`config.mk`:
```
export PLATFORM = sky130hd
export DESIGN_NAME = serial_subtractor_ctrl
export DESIGN_NICKNAME = d
export VERILOG_FILES = /design/src/rtl/sub_pkg.sv /design/src/rtl/full_subtractor.sv /design/src/rtl/serial_subtractor_ctrl.sv
export SDC_FILE = /design/constraint.sdc
export NUM_CORES = 1
export LEC_CHECK = 0
export ABC_AREA = 1
export CAP_MARGIN = 25
export CORE_UTILIZATION = 47
export CTS_CLUSTER_SIZE = 20
export DETAILED_ROUTE_END_ITERATION = 7
export PLACE_DENSITY = 0.79
export SLEW_MARGIN = 20
export SYNTH_ARGS = -nofsm -noshare
export SYNTH_HDL_FRONTEND = slang
export SYNTH_SLANG_ARGS = --single-unit
```
`constraint.sdc`:
```
create_clock -name clk -period 1.5 [get_ports clk]
set_clock_uncertainty 0.15 [all_clocks]
set_input_delay 0.45 -clock clk [delete_from_list [all_inputs] [get_ports clk]]
set_output_delay 0.45 -clock clk [all_outputs]
set_load 0.05 [all_outputs]
```
`src/rtl/sub_pkg.sv`:
```
// Shared definitions for the bit-serial subtract engine: FSM encoding and default width.
package sub_pkg;

    localparam int unsigned DEFAULT_WIDTH = 8;

    // Encoding 2'd3 is unused; the controller steers it back to idle.
    typedef enum logic [1:0] {
        ST_IDLE  = 2'd0,
        ST_SHIFT = 2'd1,
        ST_DONE  = 2'd2
    } state_t;

endpackage

```
`src/rtl/full_subtractor.sv`:
```
// One-bit full subtractor cell: d = a - b - bin, with borrow out.
module full_subtractor (
    input  logic i_a,
    input  logic i_b,
    input  logic i_bin,
    output logic o_d_c,
    output logic o_bout_c
);

    logic w_axb;

    assign w_axb    = i_a ^ i_b;
    assign o_d_c    = w_axb ^ i_bin;
    assign o_bout_c = (~i_a & i_b) | (~w_axb & i_bin);

endmodule

```
`src/rtl/serial_subtractor_ctrl.sv`:
```
// Bit-serial subtract controller: diff = a - b - borrow_in over WIDTH cycles, LSB first,
// reusing one full-subtractor cell with the borrow carried in a flop.
module serial_subtractor_ctrl
    import sub_pkg::*;
#(
    parameter int unsigned WIDTH = DEFAULT_WIDTH
) (
    input  logic             clk,
    input  logic             rst,
    input  logic             start,
    input  logic [WIDTH-1:0] a,
    input  logic [WIDTH-1:0] b,
    input  logic             borrow_in,
    output logic             busy,
    output logic             done,
    output logic [WIDTH-1:0] diff,
    output logic             borrow_out
);

    localparam int unsigned     CNT_W    = (WIDTH > 1) ? $clog2(WIDTH) : 1;
    localparam logic [CNT_W-1:0] CNT_LAST = CNT_W'(WIDTH - 1);

    state_t           r_state;
    logic [WIDTH-1:0] r_a_sr;
    logic [WIDTH-1:0] r_b_sr;
    logic [WIDTH-1:0] r_diff_sr;
    logic [CNT_W-1:0] r_cnt;
    logic             r_brw;

    logic             w_d;
    logic             w_bout;
    logic [WIDTH-1:0] w_diff_next;

    full_subtractor u_fs (
        .i_a      (r_a_sr[0]),
        .i_b      (r_b_sr[0]),
        .i_bin    (r_brw),
        .o_d_c    (w_d),
        .o_bout_c (w_bout)
    );

    // New result bit enters at the MSB so the LSB-first stream lands in place after WIDTH shifts.
    assign w_diff_next = {w_d, {(WIDTH-1){1'b0}}} | (r_diff_sr >> 1);

    always_ff @(posedge clk) begin
        if (rst) begin
            r_state    <= ST_IDLE;
            r_a_sr     <= '0;
            r_b_sr     <= '0;
            r_diff_sr  <= '0;
            r_cnt      <= '0;
            r_brw      <= 1'b0;
            busy       <= 1'b0;
            done       <= 1'b0;
            diff       <= '0;
            borrow_out <= 1'b0;
        end else begin
            done <= 1'b0;
            case (r_state)
                ST_IDLE, ST_DONE: begin
                    if (start) begin
                        r_a_sr  <= a;
                        r_b_sr  <= b;
                        r_brw   <= borrow_in;
                        r_cnt   <= '0;
                        busy    <= 1'b1;
                        r_state <= ST_SHIFT;
                    end else begin
                        r_state <= ST_IDLE;
                    end
                end
                ST_SHIFT: begin
                    r_a_sr    <= r_a_sr >> 1;
                    r_b_sr    <= r_b_sr >> 1;
                    r_diff_sr <= w_diff_next;
                    r_brw     <= w_bout;
                    if (r_cnt == CNT_LAST) begin
                        diff       <= w_diff_next;
                        borrow_out <= w_bout;
                        done       <= 1'b1;
                        busy       <= 1'b0;
                        r_state    <= ST_DONE;
                    end else begin
                        r_cnt <= r_cnt + CNT_W'(1);
                    end
                end
                default: begin
                    busy    <= 1'b0;
                    r_state <= ST_IDLE;
                end
            endcase
        end
    end

endmodule

```
# Word level (Yosys, flattened, before mapping)
# Index checks and enable logic that the tools add are counted.
[totals]
output_inout_bits = 11
regBits = 41
wordCells = 50
[classes]
n_reduce_logical = 8
n_mux = 16
n_addsub = 1
n_bitwise = 9
eq_ne = 6
[op_table]
columns = ["operator", "count"]
rows = [
  ["8-bit one-hot mux with 2 select lines", 2],
  ["8-bit two-way mux", 2],
  ["8-bit by 7-bit OR with 8-bit output", 1],
  ["3-bit two-way mux", 2],
  ["2-bit inequality test (second input constant)", 3],
  ["3-bit one-hot mux with 2 select lines", 1],
  ["2-bit AND reduction", 3],
  ["1-bit two-way mux", 5],
  ["1-bit one-hot mux with 2 select lines", 2],
  ["2-bit one-hot mux with 2 select lines", 1],
  ["2-bit OR reduction", 2],
  ["3-bit by 1-bit adder with 3-bit output (second input constant)", 1],
  ["3-bit == test (second input constant)", 1],
  ["1-bit NOT", 3],
  ["3-bit AND reduction", 1],
  ["1-bit AND", 2],
  ["2-bit by 1-bit == test with 1-bit output (second input constant)", 1],
  ["2-bit == test (second input constant)", 1],
  ["2-bit zero test", 1],
  ["2-bit two-way mux", 1],
  ["2-bit nonzero test", 1],
  ["1-bit XOR", 2],
  ["1-bit OR", 1],
]

# Logic depth before layout (Yosys ltp)
[logic_depth]
word_depth = 5
ltp_mapped = 7
depth_no_buf = 7

# Cells and area by module
# Synthesis repeated with hierarchy kept, for this count alone.
[hier_totals]
hier_cells = 246
area_unflattened_um2 = 1761.7
[by_module_without_submodules]
columns = ["mod", "area_per_inst_um2", "n_inst", "cells_per_inst"]
rows = [
  ["serial_subtractor_ctrl", 1730.4, 1, 242],
  ["full_subtractor", 31.3, 1, 4],
]

# Worst setup path after synthesis
# Ideal clock, no wire load.
[synth_timing]
path_type = "register to register"
start = "register r_cnt[0]"
end = "register r_cnt[1]"
required_time_ps = 1235
slack_ps = 56
n_path_buf = 0
t_arrival_ps = 1179
stages_incl_launch_ff = 7
path_cell_list = "dfxtp_1 -> ha_1 -> ha_1 -> inv_1 -> nand3_1 -> a21oi_1 -> nor2_1"
[synth_via]
elab_chain_len = 3
word_cells_on_any_way = 6
cone_classes = "1 x add/sub; 2 x eq/ne; 2 x mux; 1 x reduce/logical"
[synth_rtl]
columns = ["element", "line_no", "rtl"]
rows = [
  ["start, declared", "serial_subtractor_ctrl.sv:27", "logic [CNT_W-1:0] r_cnt;"],
  ["start signal, assigned", "serial_subtractor_ctrl.sv:84", "r_cnt <= r_cnt + CNT_W'(1);"],
  ["3-bit by 1-bit adder with 3-bit output / 3-bit == test (equally long branches)", "serial_subtractor_ctrl.sv:84, serial_subtractor_ctrl.sv:77", ""],
  ["3-bit two-way mux / 2-bit inequality test (equally long branches)", "--", ""],
  ["3-bit one-hot mux with 2 select lines / 3-bit AND reduction (equally long branches)", "--", ""],
]
# Several ways; a longest one is shown, not always the timed one. The select of a mux whose other input is x is not followed.
# A chain may end at the register's enable or synchronous reset.

# Worst setup path after layout
[layout_timing]
start = "register r_cnt[0]"
end = "register diff[4]"
[layout_via]
elab_chain_len = 2
[layout_rtl]
columns = ["element", "line_no", "rtl"]
rows = [
  ["3-bit == test", "serial_subtractor_ctrl.sv:77", "if (r_cnt == CNT_LAST) begin"],
  ["2-bit AND reduction (no source line)", "--", ""],
  ["end signal, assigned", "serial_subtractor_ctrl.sv:78", "diff <= w_diff_next;"],
  ["end, declared", "serial_subtractor_ctrl.sv:16", "output logic [WIDTH-1:0] diff,"],
]
# Every way passes these cells.

==> metrics.cfg <==
[pwr]
netSwitchingPower_mw=0.6455
leak_pwr_nw=1.100
power_density_mw_per_mm2=949.5
power.internal_mw=1.696
p_comb_share_pct=18.6
seq_power_share_pct=50.4
sw_frac_of_total_pct=27.57
power.clock.fraction_pct=31.1
vdd_drop_max_mv=0.4741

[flow_run]
max-cap-violations=0

[synth]
synth_top_cell_area_share_pct=43.48
ys_top_cells_by_area=dfxtp_1 43%, nand3_1 9.5%, nor2_1 8.8%, inv_1 6.3%, nand2_1 4.9%
ys_warn_count=0
mappedNetlistNets=262
syn-cell-area_mm2=0.001842
synth-edff-count=0
synth.yosys.seq_area_share_pct=43.48
synth_ff_type=dfxtp_1
ys_ff_latch=40
synthDistinctLibCells=26
synthMostInstantiatedCell=nor2_1
async_flop_share_pct=0
synth_top_area_cell=dfxtp_1
syn_inst=239
postSynthAreaPerCell_um2=7.706
synthTopCellsByCount=43 x nor2_1, 40 x dfxtp_1, 35 x nand3_1

[setup_path]
worst_setup_path_end_kind=register
worst-path-max-fanout=3
worstReg2RegStart=r_cnt[0]$_SDFFE_PP0P_
worst_setup_startpoint=r_cnt[0]$_SDFFE_PP0P_
critical_path.n_buffers_inverters=3
timing.critical_path.slowest_cell_delay_ns=0.34
setup.worst_path.end=diff[4]$_SDFFE_PP0P_
r2r_setup_slack_ns=0.05
timing.critical_path.slowest_stage_cell=dfxtp_2
timing.critical_path.cells=ha_4, ha_4, inv_2, buf_4, nor2_4, buf_4, o21bai_1, nor2_1
reg2reg_to=diff[4]$_SDFFE_PP0P_
cp-start-kind=register
critPathArrivalTime_ns=1.48
worst-path-stages=8
critical_setup_path_kind=reg2reg
gate_family_responsible_for_the_most_delay_along_the_worst_path=flip-flops
r2r_cells=8
crit_required_ns=1.53

[die]
boundaryPins=31
core-area_mm2=0.003716
die_area_mm2=0.004173
floorplan.initialDensity_pct=49.56
dieHeight_um=64.60
num_rows=22
die-width_um=64.60

[timing]
finalCritPeriodShare_pct=96.65
worst_slew_pin_slew_ns=0.3602
finalWorstPathRequiredPeriod_ns=1.450
fin_setup_tns_ns=0
final-hold-violation-count=0
slew_violations=0
report.final.setup_viol=0
max_clock_freq_mhz=689.8
relSlewSlack_pct=75.94

[placed_design]
globalplace.congestion=0.7767
detailed_place_hpwl_um=2354
place.port_buffers=30
placed_cells_incl_taps=314

[global_route]
via_count_of_the_first_global_routing_pass=1312
maximum_number_of_pins_on_one_net_before_global_route_repair=38
antenna_found_initial=0
gr-total-overflow=0
gr-usage-all-layers_pct=17.76
grt_pass1_wl_um=5637

[layout]
layout-drive-gt1-share_pct=20.50
regArea_um2=804.5
final.fill_count=284
multi_input_comb_area_um2=845.8
nets=300
fin_cells=326
insertedDiodeCount=0
flow.area_growth_from_synthesis_pct=33.90

[routing]
postRouteWirelength_um=3729
drc=0
num_vias=1583
firstDrtPassIters=4
routed_via_density=4.856
avgRoutedWirePerCell_um=11.44
count_of_antenna_violating_nets_left_after_detailed_routing=0
starting_drt_drc_count=86

[clock_network]
cts_hold_buffers=0
clock_tree.htree_level_count=2
clock_transition_time_at_the_flip_flop_clock_pins_of_the_worst_setup_and_hold_paths_ns=0.07
clk_root_buffer_cell=clkbuf_8
clockBufferDepth=2
cts-buffers-inserted=5
sinks_on_the_clock_net=40
insertion_delay_ns=0.29
cts_tree=done

[hold_path]
hold_path_class=reg2reg
min_from=r_diff_sr[6]$_SDFFE_PP0P_

[status]
status=finished clean

## logic make-up (layout without fill, tap and decap cells)
family	after synthesis	in the layout	synth area share [%]
fa+ha+maj	3	3	2.445
compound gates	26	26	8.967
flops	40	40	43.48
buf+inv	46	84	13.38
simple gates	124	125	31.73
## worst min-delay path, stage by stage (launching register included)
cell and delay (ns):
dfxtp_1 0.31, inv_1 0.08, o21ai_2 0.05
## metrics by stage
step	power (mW)	utilization [%]	instance area, um^2	hold slack [ns]	setup slack (ns)
3_3_place_gp	1.598	61.35	2280	0.3143	-0.2903
6_report	2.341	66.36	2466	0.3332	0.05027
4_1_cts	2.332	64.04	2380	0.3329	0.001751
2_1_floorplan	1.507	-	1842	0.3021	0.05636
3_5_place_dp	1.608	61.35	2280	0.3224	-0.2999
5_1_grt	2.463	66.36	2466	0.3475	-0.06033
## power groups by stage
stage,registers (mW),logic (mW),clock network [mW]
CTS,1.18,0.413,0.743
global route,1.19,0.486,0.790
detailed placement,1.20,0.409,0
global placement,1.20,0.401,0
finish,1.18,0.435,0.727
floorplan,1.20,0.309,0
## layout by cell type (no fill, tap or decap), types with 5 or more instances in the layout
| cell | instances |
|---|---|
| nand2_1 | 24 |
| buf_4 | 11 |
| a21oi_1 | 8 |
| clkbuf_8 | 6 |
| nand3_1 | 34 |
| buf_12 | 12 |
| nor3_1 | 12 |
| dfxtp_1 | 37 |
| clkdlybuf4s50_1 | 18 |
| o21ai_0 | 7 |
| o21bai_1 | 5 |
| inv_1 | 30 |
| nor2_1 | 43 |
## sequential cells by signal, indices dropped and copies added, names as in the netlist
name        count
r_a_sr          8
r_b_sr          8
r_brw           1
r_state         2
diff            8
r_diff_sr       7
busy            1
done            1
r_cnt           3
borrow_out      1
## routing by layer
layer,routed length (um),global-route usage [%],vias to the layer above,share of wire [%]
met4,59,10.00,0,1.6
met1,1746,22.32,718,47
met5,0,0,-,0
met3,109,3.697,6,2.9
li1,-,-,835,-
met2,1814,28.16,24,49
## how the worst min path moves through the flow
stage	slack (ns)	depth (start not counted)	endpoint
finish	0.33	2	diff[5]$_SDFFE_PP0P_
global route	0.35	2	r_a_sr[7]$_SDFFE_PP0P_
CTS	0.33	2	r_a_sr[7]$_SDFFE_PP0P_
detailed placement	0.32	2	r_a_sr[7]$_SDFFE_PP0P_
global placement	0.31	2	r_diff_sr[1]$_SDFFE_PP0P_
floorplan	0.30	2	r_a_sr[7]$_SDFFE_PP0P_
## timing repair
action	in CTS	in global routing
setup endpoints to repair	7	30
gates cloned	0	1
buffers inserted	0	3
gates resized for setup	3	13
pin swaps	2	5
## layout make-up
class	instances	area share (%)
flip-flops and latches	40	32.62
multi-input cells	154	34.30
repair buffers	43	21.36
clock buffers	6	3.349
clock inverters	2	0.4059
well taps	48	2.435
inverters	33	5.530
(Power assumes the default switching activity.)
==> edit 1: new RTL, config.mk and constraints unchanged <==
Set the package constant `DEFAULT_WIDTH` to 32 (it was 8).
--- a/src/rtl/sub_pkg.sv
+++ b/src/rtl/sub_pkg.sv
@@ -2,5 +2,5 @@
 package sub_pkg;
 
-    localparam int unsigned DEFAULT_WIDTH = 8;
+    localparam int unsigned DEFAULT_WIDTH = 32;
 
     // Encoding 2'd3 is unused; the controller steers it back to idle.
Interface: changed (resized a, b and diff); port bits go from 31 to 103. The function was not compared with the original's and may differ.
==> edit 1 against the unedited design <==
The flow now finishes with violations (setup timing). Setup slack worse by 0.28 ns. Sequential cell count is 98 higher. Maximum frequency is 16% lower. Sequential power grew to 3.4 times the old value. Via count grew to 3.1 times the old value. Global-route usage is 6.7 points higher. Cell count grew to 2.8 times the old value. Design area grew to 3.1 times the old value. Critical path depth is 1 higher. Wire length grew to 3.7 times the old value. Clock power grew to 5.1 times the old value. Total power grew to 3.8 times the old value. Area after synthesis grew to 2.8 times the old value. Critical path type unchanged. Largest cell class is now flip-flops and latches.
==> edit 1: results (changes against the unedited design) <==
| Metric | Value |
|---|---|
| Leakage power figure | 3.14 nW (+190%) |
| Length of routed wiring on met1 | 5510 µm (+220%) |
| Non-filler cells, final | 920 (+180%) |
| Compound-Gate Fraction of Synth Area | 15.4% (+6.4 points) |
| Synth Area in Adders | 0.866% (-1.6 points) |
| CP endpoint | diff[23] |
| Htree depth | 4 (+2) |
| Status | complete, but fails checks |
| Worst-path maximum fanout | 8 (+5) |
| Yosys cell types | 23 (-12%) |
| DRT iter0 DRCs | 326 (+280%) |
| Met3 GRT Util | 6.32% (+2.6 points) |
| DR WL met3 | 818 µm (+650%) |
| Filler cells | 712 (+150%) |
| Vias in the first global route | 4703 (+260%) |
| Total negative slack | -9.29 ns (-9.29 ns) |
| Met2 WL post-DR | 7040 µm (+290%) |
| I/O Buffers | 102 (+240%) |
| Syn Nets | 722 (+180%) |
| Sequential area share after synthesis | 53.1% (+9.6 points) |
| Hold Crit Start | r_b_sr[31] |
| Hpwl dp | 7940 µm (+240%) |
| Pre-CTS setup slack | -0.367 ns (-0.0671 ns) |
| CP Data Arrival Time | 2.01 ns (+0.53 ns) |
| Drt first pass iters | 5 (+1) |
| GRT met2 Usage | 43.3% (+15 points) |
| # Post-CTS Setup Buffers | 7 (+7) |
| Worst Hold End | r_b_sr[31] |
| Largest registers | diff: 32 flops, r_a_sr: 32 flops, r_b_sr: 32 flops |
| Global-route wire length before repair | 22000 µm (+290%) |
| Routing usage on met1 | 28.2% (+5.9 points) |
| Clk_lat worst skew | 0.52 ns (+0.23 ns) |
| Failing checks | setup timing |
| Most frequent cells after synthesis | 184 x nor2_1, 138 x dfxtp_1, 106 x o21ai_0, 62 x nor3_1, 25 x inv_1 |
| Placed instance count | 875 (+180%) |
| Mapped Cells | 651 (+170%) |
| Placed Area | 0.00679 mm² (+200%) |
| Final WS setup | -0.232 ns (-0.282 ns) |
| Setup violators final | 77 (+77) |
| Worst VDD drop | 0.000824 V (+74%) |
| Hold Crit Class | reg2reg |
| Hold WS | 0.313 ns (-0.0202 ns) |
| Nets | 840 (+180%) |
| P_clk | 3.68 mW (+410%) |
| Largest net degree at the start of global routing | 54 (+42%) |
| Total Routed Length | 13700 µm (+270%) |
| GRT Resource Usage Total | 24.4% (+6.7 points) |
| Sw frac | 25.2% (-2.4 points) |
| CP startpoint | r_cnt[1] |
| Vias per cell | 5.32 (+9.5%) |
| Reg2reg start | r_cnt[1] |
| Cts bufs inserted | 17 (+12) |
| Synth area leaders | dfxtp_1 53%, nor2_1 13%, o21ai_0 10% |
| Reg2reg path depth | 9 (+1) |
| Share of cells above drive strength 1 | 24.2% (+3.7 points) |
| Sequential cell power | 4.07 mW (+240%) |
| Net Switching | 2.23 mW (+250%) |
| CTS resizes | 75 (+72) |
[edit 1: cell types whose count changed after synthesis, moves of 14 or more]
cell | before | now
dfxtp_1 | 40 | 138
clkbuf_1 | 1 | 15
o21ai_0 | 7 | 106
nor3_1 | 14 | 62
nand3_1 | 35 | 20
a211oi_1 | 0 | 16
nor2_1 | 43 | 184
a21oi_1 | 8 | 22
[edit 1: critical path: stages (launching register included)]
cell,delay (ns)
dfxtp_2,0.36
ha_4,0.15
nand2_4,0.06
nor2_4,0.09
ha_4,0.15
inv_4,0.05
nor2_8,0.15
nand2_4,0.12
buf_12,0.16
o21ai_1,0.18
[edit 1: layout make-up]
class,instances,area (µm²),area share (%)
flip-flops and latches,138,2830,36.4
multi-input cells,439,2260,29.1
repair buffers,144,1860,24.0
clock buffers,21,439,5.65
well taps,140,175,2.26
inverters,29,133,1.71
clock inverters,9,76.3,0.983
==> edit 2: new RTL, same settings <==
Without the edit above. Reset style: asynchronous (`rst`), changed in one clocked block.
--- a/src/rtl/serial_subtractor_ctrl.sv
+++ b/src/rtl/serial_subtractor_ctrl.sv
@@ -43,5 +43,5 @@
     assign w_diff_next = {w_d, {(WIDTH-1){1'b0}}} | (r_diff_sr >> 1);
 
-    always_ff @(posedge clk) begin
+    always_ff @(posedge clk or posedge rst) begin
         if (rst) begin
             r_state    <= ST_IDLE;
Formal check against the unedited RTL: differs if rst is asserted again (counterexample within 4 cycles, from zero or initial values and one cycle with rst high); with rst held inactive, the same outputs for 10 cycles.
==> edit 2 against the unedited design <==
Worst hold slack got worse by 0.081 ns. Synthesized cell count fell by 3.3%. Critical path depth fell by 7. Area after synthesis rose by 5.2%. Design area rose by 5.1%. Register-to-register slack improved by 0.04 ns. Cell count fell by 0.92%. Wire length fell by 2.4%. Via count fell by 2.8%. Sequential cell count did not move. Setup slack got worse by 0.019 ns. Largest cell class is now flip-flops and latches.
Power is not compared: it rests on default switching activity, and its combinational part moved more than twofold at a synthesized area within 25%.
==> edit 2: results (changes against the unedited design) <==
| Metric | Value |
|---|---|
| Status | finished, final reports clean |
| CP Data Arrival Time | 0.87 ns (-0.61 ns) |
| Met3 GRT Util | 3.10% (-0.59 points) |
| Routing usage on met1 | 24.3% (+2.0 points) |
| Worst-path maximum fanout | 2 (-1) |
| Vias per cell | 4.76 (-1.9%) |
| Syn Nets | 254 (-3.1%) |
| Drt first pass iters | 4 (unchanged) |
| Crit-path slowest cell | dfrtp_1 |
| Vias in the first global route | 1402 (+6.9%) |
| I/O Buffers | 30 (unchanged) |
| Main synth FF type | dfrtp_1 |
| Slew HR | 86.1% (+10 points) |
| Filler cells | 292 (+2.8%) |
| Most frequent cells after synthesis | 73 x nand2_1, 45 x inv_1, 40 x dfrtp_1, 33 x nand3_1, 8 x o21ai_2 |
| Async set or reset register ratio after synthesis | 100% (+100 points) |
| Clock root buffer | clkbuf_8 |
| Largest net degree at the start of global routing | 27 (-29%) |
| Wirelength per Cell | 11.3 µm (-1.5%) |
| Reg2reg setup slack | 0.09 ns (+0.04 ns) |
| Global-route wire length before repair | 6020 µm (+6.7%) |
| Peak per-stage delay on the critical path | 0.42 ns (+0.08 ns) |
| Routability congestion estimate from global placement | 0.857 (+10%) |
| GRT Resource Usage Total | 18.3% (+0.53 points) |
| Sequential area share after synthesis | 51.6% (+8.2 points) |
| DRT iter0 DRCs | 75 (-13%) |
| Hpwl dp | 2470 µm (+5.1%) |
| Synth area leaders | dfrtp_1 52%, nand2_1 14%, inv_1 8.7% |
| Net Switching | roughly 2.4 mW |
| Yosys cell types | 19 (-27%) |
| Antenna violations before repair | 0 (unchanged) |
| Hold Crit Class | in2async |
| Initial Utilization | 51.0% (+1.5 points) |
| Nets | 297 (-1.0%) |
| Htree depth | 2 (unchanged) |
| GRT met2 Usage | 29.7% (+1.6 points) |
| Share of cells above drive strength 1 | 19.3% (-1.2 points) |
| # diodes | 0 (unchanged) |
| Cts bufs inserted | 5 (unchanged) |
[edit 2: cell types whose count changed after synthesis, moves of 5 or more]
cell      delta
a21oi_1      -8
dfrtp_1     +40
dfxtp_1     -40
inv_1       +14
nand2_1     +49
nor2_1      -43
nor3_1      -14
o21ai_0      -5
o21ai_1      +7
o21bai_1     -5
[edit 2: routing by layer]
metal | up-vias | share of wire [%]
met5 | - | 0
met4 | 0 | 0.85
met3 | 4 | 3.6
met2 | 34 | 50
met1 | 715 | 46
li1 | 785 | -
[edit 2: path summary, 6_finish.rpt]
kind	depth (start not counted)	to	start
worst max-delay path	1	diff[0]	diff[0]
worst min-delay path	2	diff[2]	rst
worst max register to register	6	diff[7]	r_cnt[0]
worst min register to register	2	diff[0]	r_diff_sr[1]
max in group asynchronous	3	r_a_sr[3]	rst
min in group clk	2	diff[0]	r_diff_sr[1]
[edit 2: power groups by stage]
| stage | clock [mW] | sequential, mW | combinational, mW |
|---|---|---|---|
| 2_1_floorplan | 0 | 2.25 | 1.65 |
| 3_3_place_gp | 0 | 1.93 | 2.87 |
| 3_5_place_dp | 0 | 1.95 | 2.95 |
| 4_1_cts | 0.707 | 1.94 | 2.96 |
| 5_1_grt | 0.750 | 1.99 | 3.36 |
| 6_report | 0.693 | 1.94 | 3.02 |
[edit 2: stage by stage]
stage	instances	TNS [ns]	hold WS (ns)	setup slack, ns	instance area (µm²)
2_1_floorplan	231	0	0.279	0.0970	1940
3_3_place_gp	311	-2.61	0.307	-0.149	2450
3_5_place_dp	311	-2.92	0.313	-0.173	2450
4_1_cts	319	0	0.247	0.0197	2540
5_1_grt	323	-0.0140	0.259	-0.00863	2590
6_report	323	0	0.253	0.0314	2590
[edit 2: logic make-up after synthesis]
logic type               share of synthesized area (%)
AO/OA/AOI/OAI                                     5.94
adder cells (fa/ha/maj)                           2.32
buffers and inverters                             13.8
flip-flops                                        51.6
AND/OR/NAND/NOR                                   26.3
[edit 2: timing repair]
item | CTS | global route
endpoints found under the setup margin | 0 | 6
resized for setup | 0 | 2
buffers inserted | 0 | 3
endpoints found under the hold margin | 0 | 0
[edit 2: cell type report]
| cell class | instances | area [µm²] | share of cell area [%] |
|---|---|---|---|
| timing repair buffer | 45 | 578 | 22.3 |
| multi-input combinational | 134 | 677 | 26.1 |
| inverter | 48 | 189 | 7.29 |
| tap | 48 | 60.1 | 2.32 |
| clock buffer | 5 | 68.8 | 2.65 |
| clock inverter | 3 | 18.8 | 0.724 |
| sequential | 40 | 1000 | 38.6 |
